<file path="src/rtl/dm_access_arbiter.sv">
// Two-master arbiter in front of the single-ported data memory: grant, access, response.
// Checks alignment/range, lane-positions store data and extends load data.
module dm_access_arbiter #(
  parameter logic [31:0] ADDR_LIMIT = 32'h0000_1000,
  parameter int          FIXED_PRIO = 0
) (
  input  logic        clk,
  input  logic        reset,
  input  logic        m0_req,
  input  logic        m0_we,
  input  logic [31:0] m0_addr,
  input  logic [31:0] m0_wdata,
  input  logic [1:0]  m0_size,
  input  logic        m0_sext,
  input  logic [31:0] m0_pc,
  output logic        m0_gnt,
  output logic        m0_rvalid,
  output logic [31:0] m0_rdata,
  output logic        m0_err,
  input  logic        m1_req,
  input  logic        m1_we,
  input  logic [31:0] m1_addr,
  input  logic [31:0] m1_wdata,
  input  logic [1:0]  m1_size,
  input  logic        m1_sext,
  input  logic [31:0] m1_pc,
  output logic        m1_gnt,
  output logic        m1_rvalid,
  output logic [31:0] m1_rdata,
  output logic        m1_err,
  output logic [31:0] mem_a,
  output logic [31:0] mem_wd,
  output logic        mem_we,
  output logic [1:0]  mem_wlen,
  output logic [31:0] mem_pc,
  input  logic [31:0] mem_rd
);

  typedef enum logic {IDLE, ACCESS} state_t;

  state_t      state, state_nxt;
  logic        last_grant;
  logic        cmd_we_p0, cmd_sext_p0, cmd_id_p0;
  logic [31:0] cmd_addr_p0, cmd_wdata_p0, cmd_pc_p0;
  logic [1:0]  cmd_size_p0;
  logic        err_p0;
  logic [1:0]  vld_p1;
  logic        err_p1;
  logic [31:0] rdata_p1;

  function automatic logic [31:0] store_lanes(input logic [31:0] wdata, input logic [1:0] size,
                                              input logic [1:0] ofs);
    if (size == 2'd0 || size == 2'd1) store_lanes = wdata << {ofs, 3'b000};
    else store_lanes = wdata;
  endfunction

  function automatic logic [31:0] load_extract(input logic [31:0] rd, input logic [1:0] size,
                                               input logic [1:0] ofs, input logic sext);
    logic [31:0] sh;
    sh = rd >> {ofs, 3'b000};
    case (size)
      2'd0:    load_extract = {{24{sext & sh[7]}}, sh[7:0]};
      2'd1:    load_extract = {{16{sext & sh[15]}}, sh[15:0]};
      default: load_extract = sh;
    endcase
  endfunction

  always_comb begin
    state_nxt = state;
    m0_gnt    = 1'b0;
    m1_gnt    = 1'b0;
    case (state)
      IDLE: begin
        if (m0_req || m1_req) begin
          // last_grant==1 means m1 went last, so m0 is owed the next tie
          if (m0_req && (!m1_req || FIXED_PRIO != 0 || last_grant)) m0_gnt = 1'b1;
          else m1_gnt = 1'b1;
          state_nxt = ACCESS;
        end
      end
      default: state_nxt = IDLE;
    endcase
  end

  always_ff @(posedge clk or negedge reset) begin
    if (!reset) state <= IDLE;
    else        state <= state_nxt;
  end

  // grant stage: latch the winner's command
  always_ff @(posedge clk or negedge reset) begin
    if (!reset) begin
      last_grant   <= 1'b1;
      cmd_we_p0    <= 1'b0;
      cmd_sext_p0  <= 1'b0;
      cmd_id_p0    <= 1'b0;
      cmd_addr_p0  <= '0;
      cmd_wdata_p0 <= '0;
      cmd_pc_p0    <= '0;
      cmd_size_p0  <= '0;
    end else if (m0_gnt || m1_gnt) begin
      last_grant   <= m1_gnt;
      cmd_id_p0    <= m1_gnt;
      cmd_we_p0    <= m1_gnt ? m1_we    : m0_we;
      cmd_sext_p0  <= m1_gnt ? m1_sext  : m0_sext;
      cmd_addr_p0  <= m1_gnt ? m1_addr  : m0_addr;
      cmd_wdata_p0 <= m1_gnt ? m1_wdata : m0_wdata;
      cmd_pc_p0    <= m1_gnt ? m1_pc    : m0_pc;
      cmd_size_p0  <= m1_gnt ? m1_size  : m0_size;
    end
  end

  always_comb begin
    err_p0 = (cmd_size_p0 == 2'd3) ||
             (cmd_size_p0 == 2'd1 && cmd_addr_p0[0]) ||
             (cmd_size_p0 == 2'd2 && cmd_addr_p0[1:0] != 2'b00) ||
             (cmd_addr_p0 >= ADDR_LIMIT);
  end

  // access stage: memory side is driven straight from the held command
  always_comb begin
    mem_a  = cmd_addr_p0;
    mem_pc = cmd_pc_p0;
    mem_wd = store_lanes(cmd_wdata_p0, cmd_size_p0, cmd_addr_p0[1:0]);
    mem_we = (state == ACCESS) && cmd_we_p0 && !err_p0;
    case (cmd_size_p0)
      2'd1:    mem_wlen = 2'd1;
      2'd2:    mem_wlen = 2'd3;
      default: mem_wlen = 2'd0;
    endcase
  end

  // response stage
  always_ff @(posedge clk or negedge reset) begin
    if (!reset) begin
      vld_p1   <= '0;
      err_p1   <= 1'b0;
      rdata_p1 <= '0;
    end else if (state == ACCESS) begin
      vld_p1   <= cmd_id_p0 ? 2'b10 : 2'b01;
      err_p1   <= err_p0;
      rdata_p1 <= (cmd_we_p0 || err_p0) ? 32'h0 :
                  load_extract(mem_rd, cmd_size_p0, cmd_addr_p0[1:0], cmd_sext_p0);
    end else begin
      vld_p1   <= '0;
      err_p1   <= 1'b0;
      rdata_p1 <= '0;
    end
  end

  assign m0_rvalid = vld_p1[0];
  assign m1_rvalid = vld_p1[1];
  assign m0_err    = vld_p1[0] & err_p1;
  assign m1_err    = vld_p1[1] & err_p1;
  assign m0_rdata  = vld_p1[0] ? rdata_p1 : 32'h0;
  assign m1_rdata  = vld_p1[1] ? rdata_p1 : 32'h0;

endmodule

</file>
<file path="config.mk">
export PLATFORM = sky130hd
export DESIGN_NAME = dm_access_arbiter
export DESIGN_NICKNAME = d
export VERILOG_FILES = /design/src/rtl/dm_access_arbiter.sv
export SDC_FILE = /design/constraint.sdc
export NUM_CORES = 1
export LEC_CHECK = 0
export BUFFER_PORTS_ARGS = -buffer_cell sky130_fd_sc_hd__buf_2
export CORE_AREA = 2 2 155 157
export DETAILED_ROUTE_END_ITERATION = 8
export DIE_AREA = 0 0 157 159
export SYNTH_ARGS = -nofsm -noshare
export SYNTH_HDL_FRONTEND = slang
export SYNTH_SLANG_ARGS = --single-unit
</file>
<file path="constraint.sdc">
create_clock -name clk -period 2.5 [get_ports clk]
set_input_delay 0.25 -clock clk [delete_from_list [all_inputs] [get_ports clk]]
set_output_delay 0.25 -clock clk [all_outputs]
set_load 0.02 [all_outputs]
</file>
# After elaboration in Yosys (flattened, before gate mapping)

Cells that the tools add are included.

Word-level logic and storage cells: 63
Register bits after elaboration: 138
Output and inout bits: 169

Eq/ne operators: 3
Reduce and logical (&&, ||, !) cells: 17
Magnitude comparators: 1
Shifts and indexed selects: 2
Muxes and demuxes: 24
Bitwise logic cells: 4

Operators by type and width:

| cell                                                                | number |
|---|---|
| 2-to-1 mux 32 bit                                                   | 8 |
| one-hot mux 32 bit (2 select lines)                                 | 1 |
| greater-or-equal comparator 32 x 13 -> 1 bit, second input constant | 1 |
| << shifter 32 x 5 -> 32 bit                                         | 1 |
| right shift 32 x 5 -> 32 bit                                        | 1 |
| 2-to-1 mux 1 bit                                                    | 11 |
| logical OR 1 bit                                                    | 8 |
| 2-to-1 mux 2 bit                                                    | 3 |
| logical AND 1 bit                                                   | 5 |
| AND 1 bit                                                           | 4 |
| == test 2 bit, second input constant                                | 2 |
| one-hot mux 2 bit (2 select lines)                                  | 1 |
| == test 2 x 1 -> 1 bit, second input constant                       | 1 |
| logical NOT 1 bit                                                   | 2 |
| logical NOT 2 bit                                                   | 1 |
| nonzero test 2 bit                                                  | 1 |

# Logic depth before layout (Yosys ltp)

Word-level depth: 8
Mapped depth: 7
Mapped depth without buffers: 6

# Worst setup path after synthesis

Ideal clock, no wire load.

Kind: reg2out
Start point: reg cmd_size_p0[0]
End point: out mem_wd[11]
Arrival: 1.952 ns
Cell stages (with the launch flop): 8
Data required time: 2.250 ns
Slack: 0.298 ns
Cells stage by stage: dfrtp_1 > inv_1 > ha_1 > or2_2 > clkbuf_1 > clkbuf_1 > a31oi_1 > o21ai_0

Cells in the longest elaborated chain, start to end: 3

RTL lines:

| what                                                        | line | RTL |
|---|---|---|
| start: declaration                                          | 45   | `logic [1:0] cmd_size_p0;` |
| start signal: assignment                                    | 109  | `cmd_size_p0 <= m1_gnt ? m1_size : m0_size;` |
| == test 2 x 1 -> 1 bit or logical NOT 2 bit (tied branches) | 53   | `if (size == 2'd0 \|\| size == 2'd1) store_lanes = wdata << {ofs, 3'b000};` |
| logical OR 1 bit *                                          | 53   |  |
| 2-to-1 mux 32 bit *                                         | 53   |  |
| end: declaration                                            | 32   | `output logic [31:0] mem_wd,` |

Every way passes the cells marked *; elsewhere a longest branch is shown, timed or not.

# Worst setup path after layout

Start point: reg cmd_addr_p0[1] (netlist: mem_a[1])
End point: out mem_wd[28]

Cells in the longest elaborated chain, start to end: 2

RTL lines:

| what                        | line | RTL |
|---|---|---|
| start: declaration          | 44   | `logic [31:0] cmd_addr_p0, cmd_wdata_p0, cmd_pc_p0;` |
| start signal: assignment    | 106  | `cmd_addr_p0 <= m1_gnt ? m1_addr : m0_addr;` |
| << shifter 32 x 5 -> 32 bit | 53   |  |
| 2-to-1 mux 32 bit           | 53   |  |

Every way passes these cells.

==> reports/summary.log <==
[synth] most common flop cell mapped by yosys dfrtp_1
[floorplan] placement row count 56
[placement] final HPWL from detailed placement 20600 µm
[synth] leading area contributor after synthesis dfrtp_1
[floorplan] placeable core region 23200 µm²
[sta] Period minus WS final 2.35 ns
[global_route] first-pass GRT wire length 40400 µm
[synth] area fraction in and, or, nand and nor cells after synthesis 17.5%
[clock_tree] clock latency at the later pin of the worst-skew pair 0.42 ns
[synth] synthesized net count 1072
[synth] total number of yosys warnings 0
[power_and_ir_drop] clock share of power 31.3%
[sta] fin crit share 93.9%
[clock_tree] deepest clock path buffer count 2
[placement] DP Cell Count 1505
[routing] average vias per placed instance 4.77
[routing] sum of routed wire length over all layers 26600 µm
[routing] number of antenna-violating nets in the routed design 0
[sta] relative slew slack 49.2%
[global_route] pin count of the biggest net entering global routing 201
[power_and_ir_drop] combinational cell fraction of total power 34.7%
[floorplan] starting density of the core 33.2%
[floorplan] num ports 405
[floorplan] floorplan die area 25000 µm²
[routing] via total after detailed routing 7332
[placement] routability congestion estimate 0.859
[floorplan] die extent in y 159 µm
[clock_tree] post-CTS repair timing setup buffer count 0
[synth] Synth Area in Adders 0.649%
[status] status complete, no violations
[sta] final count of hold timing violations 0
[synth] post-synthesis register bit count 138
[clock_tree] clock tree from TritonCTS done
[cells_and_area] ratio of cells with drive above 1 in the final layout 38.7%
[synth] register area share after synthesis 44.8%
[floorplan] die width 157 µm
[synth] multiplexer share of the synthesized area 15.2%
[cells_and_area] Final nets 1446
[synth] count of different cell masters after synthesis 35
[routing] total iterations of the first detailed-routing run 5
[synth] share of the synthesized area in compound gates (AO/OA/AOI/OAI) 17.6%
[power_and_ir_drop] Flop pwr share 34.0%
[critical_path] Setup crit end kind output port
[synth] Area contributors post-synth dfrtp_1, mux2i_1, o21ai_0, nand2_1, and2_1
[synth] synth cell count leaders dfrtp_1, nand2_1, o21ai_0, mux2i_1, and2_1
[critical_path] top fanout value on the critical path 30
[sta] clk_skew 0.00967 ns
[routing] DRT iter0 DRCs 350
[power_and_ir_drop] Switching Power 3.35 mW
[clock_tree] number of buffers created by CTS 17
[routing] DRC viols 0
[sta] Max Freq 426 MHz
[synth] cell with the most instances after synthesis dfrtp_1
[synth] cell count after synthesis 832
[placement] I/O Buffers 404
[routing] per-cell routed wire length 17.3 µm
[critical_path] critical path type flip-flop to output port
[synth] area share of the largest cell type after synthesis 44.5%
[synth] number of flops mapped to enable cells by yosys 0
[synth] parity-gate share of the synthesized area counting xor and xnor cells 0%
[cells_and_area] footprint of the multi-input gates 3970 µm²
[flow_run] number of maximum-capacitance violations 0
[synth] post-synthesis instance area 7710 µm²
[clock_tree] level count of the clock H-tree 4
[cells_and_area] sequential cell area 3460 µm²
[clock_tree] TritonCTS sink count 138
[cells_and_area] Layout Area Growth over Synthesis 38.7%
[synth] fraction of registers with async set/reset 100%
[sta] final setup vio count 0
[cells_and_area] Post-Layout Cell Count 1538
[critical_path] kind of start point of the critical path flip-flop
[clock_tree] buffer cell driving the clock tree root clkbuf_16
[power_and_ir_drop] net switching fraction of the power 38.7%
[cells_and_area] Layout fillers 2305
[global_route] GRT Total Usage 21.3%
[global_route] number of antenna violations at the first check in global routing 0
[cells_and_area] number of antenna repair diodes 0
[power_and_ir_drop] power per cell area 810 nW/µm²
[sta] actual slew at the worst max-slew pin 0.762 ns
[sta] Max Slew Vio Count 0
[power_and_ir_drop] leakage 5.67 nW
[power_and_ir_drop] Max rail drop VDD 0.000359 V
[critical_path] critical path data arrival time 2.10 ns
[synth] combinational family with the most area after synthesis compound AO/OA/AOI/OAI gates
[sta] total negative slack for setup checks 0 ns
[critical_path] Req. time, crit path 2.25 ns
[power_and_ir_drop] internal power 5.30 mW
[global_route] final global-route overflow total 0
[synth] Mean Syn Cell Area 9.26 µm²
[sta] unrepaired setup endpoints after global routing false
[clock_tree] clock transition at the registers of the reported paths 0.07 ns
[min_path] Min-Delay Path Class input pin to flip-flop
[global_route] vias in the first global route 7048
[cell families after synthesis]
kind of cell | Yosys count
compound gates | 224
mux | 117
flops | 138
fa+ha+maj | 4
simple gates | 277
buf+inv | 72
[through the flow]
step	hold WS, ns	util (%)	area, µm²	setup slack, ns	total power, mW
global placement	0.236	43.2	10000	0.338	5.96
finish	0.115	46.1	10700	0.153	8.65
detailed placement	0.240	43.2	10000	0.273	5.99
floorplan	-0.0456	-	7710	0.298	4.79
CTS	0.0987	46.0	10700	0.0120	8.74
global route	0.132	46.1	10700	0.0222	9.17
[path summary, 6_finish.rpt]
check                                                start                     end  slack, ns  cells past startpoint
max in group asynchronous                            reset   mem_a[28]$_DFFE_PN0P_       1.35                      3
worst max-delay path                  mem_a[1]$_DFFE_PN0P_              mem_wd[28]       0.15                      6
min in group asynchronous                            reset   mem_a[10]$_DFFE_PN0P_       0.35                      2
worst min register to register       mem_pc[5]$_DFFE_PN0P_   mem_pc[5]$_DFFE_PN0P_       0.47                      2
worst max register to register  cmd_size_p0[1]$_DFFE_PN0P_   rdata_p1[6]$_DFF_PN0_       0.51                      7
worst min-delay path                             m1_pc[19]  mem_pc[19]$_DFFE_PN0P_       0.12                      3
[layout make-up]
| cell class | instances | share of cell area (%) |
|---|---|---|
| clock buffer | 18 | 4.11 |
| clock inverter | 14 | 1.74 |
| inverter | 5 | 0.176 |
| multi-input combinational | 622 | 37.1 |
| sequential | 138 | 32.3 |
| tap | 319 | 3.73 |
| timing repair buffer | 422 | 20.8 |
[cell usage in the layout, fill, tap and decap left out, types with 12 or more instances in the layout]
master / synthesis / routed
a21oi_1: 32 / 32
a211oi_1: 23 / 22
dfrtp_1: 137 / 135
a31oi_1: 16 / 16
buf_2: 29 / 403
buf_4: 0 / 12
nor2_1: 35 / 33
nor2b_1: 32 / 32
nand2_1: 122 / 122
clkbuf_16: 0 / 17
mux2i_1: 117 / 117
and2_1: 69 / 69
o21ai_0: 118 / 118
[metal layers]
layer | global-route usage [%] | part of all wire [%] | vias to the layer above
met3 | 4.52 | 6.3 | 37
met4 | 7.17 | 2.4 | 0
met5 | 0 | 0 | -
met1 | 26.6 | 42 | 3350
li1 | - | - | 3652
met2 | 36.3 | 49 | 293
[power by group through the flow]
| stage | Combinational, mW | Sequential (mW) | Clock, mW |
|---|---|---|---|
| 2_1_floorplan | 1.67 | 3.12 | 0 |
| 3_3_place_gp | 2.99 | 2.97 | 0 |
| 3_5_place_dp | 3.01 | 2.98 | 0 |
| 4_1_cts | 3.02 | 2.95 | 2.77 |
| 5_1_grt | 3.29 | 3.00 | 2.88 |
| 6_report | 3.00 | 2.94 | 2.71 |
[worst max-delay path, stage by stage (launching register included)]
cell	delay, ns
dfrtp_2	0.44
buf_4	0.24
nand2b_1	0.29
nor2_1	0.07
a21oi_1	0.28
o22a_1	0.19
buf_2	0.16
[sequential cells by signal, indices dropped and copies added, names as in the netlist]
signal and flops:
cmd_wdata_p0 32, state 1, cmd_we_p0 1, last_grant 1
cmd_sext_p0 1, cmd_size_p0 2, err_p1 1, mem_pc 32
mem_a 32, cmd_id_p0 1, rdata_p1 32, vld_p1 2
[what timing repair did]
| item | 4_1_cts | 5_1_grt |
|---|---|---|
| hold endpoints to repair | 50 | 0 |
| pin swaps | 1 | 1 |
| resized for setup | 2 | 5 |
| hold buffers | 1 | 0 |
| endpoints found under the setup margin | 1 | 10 |
(Power assumes the default switching activity.)
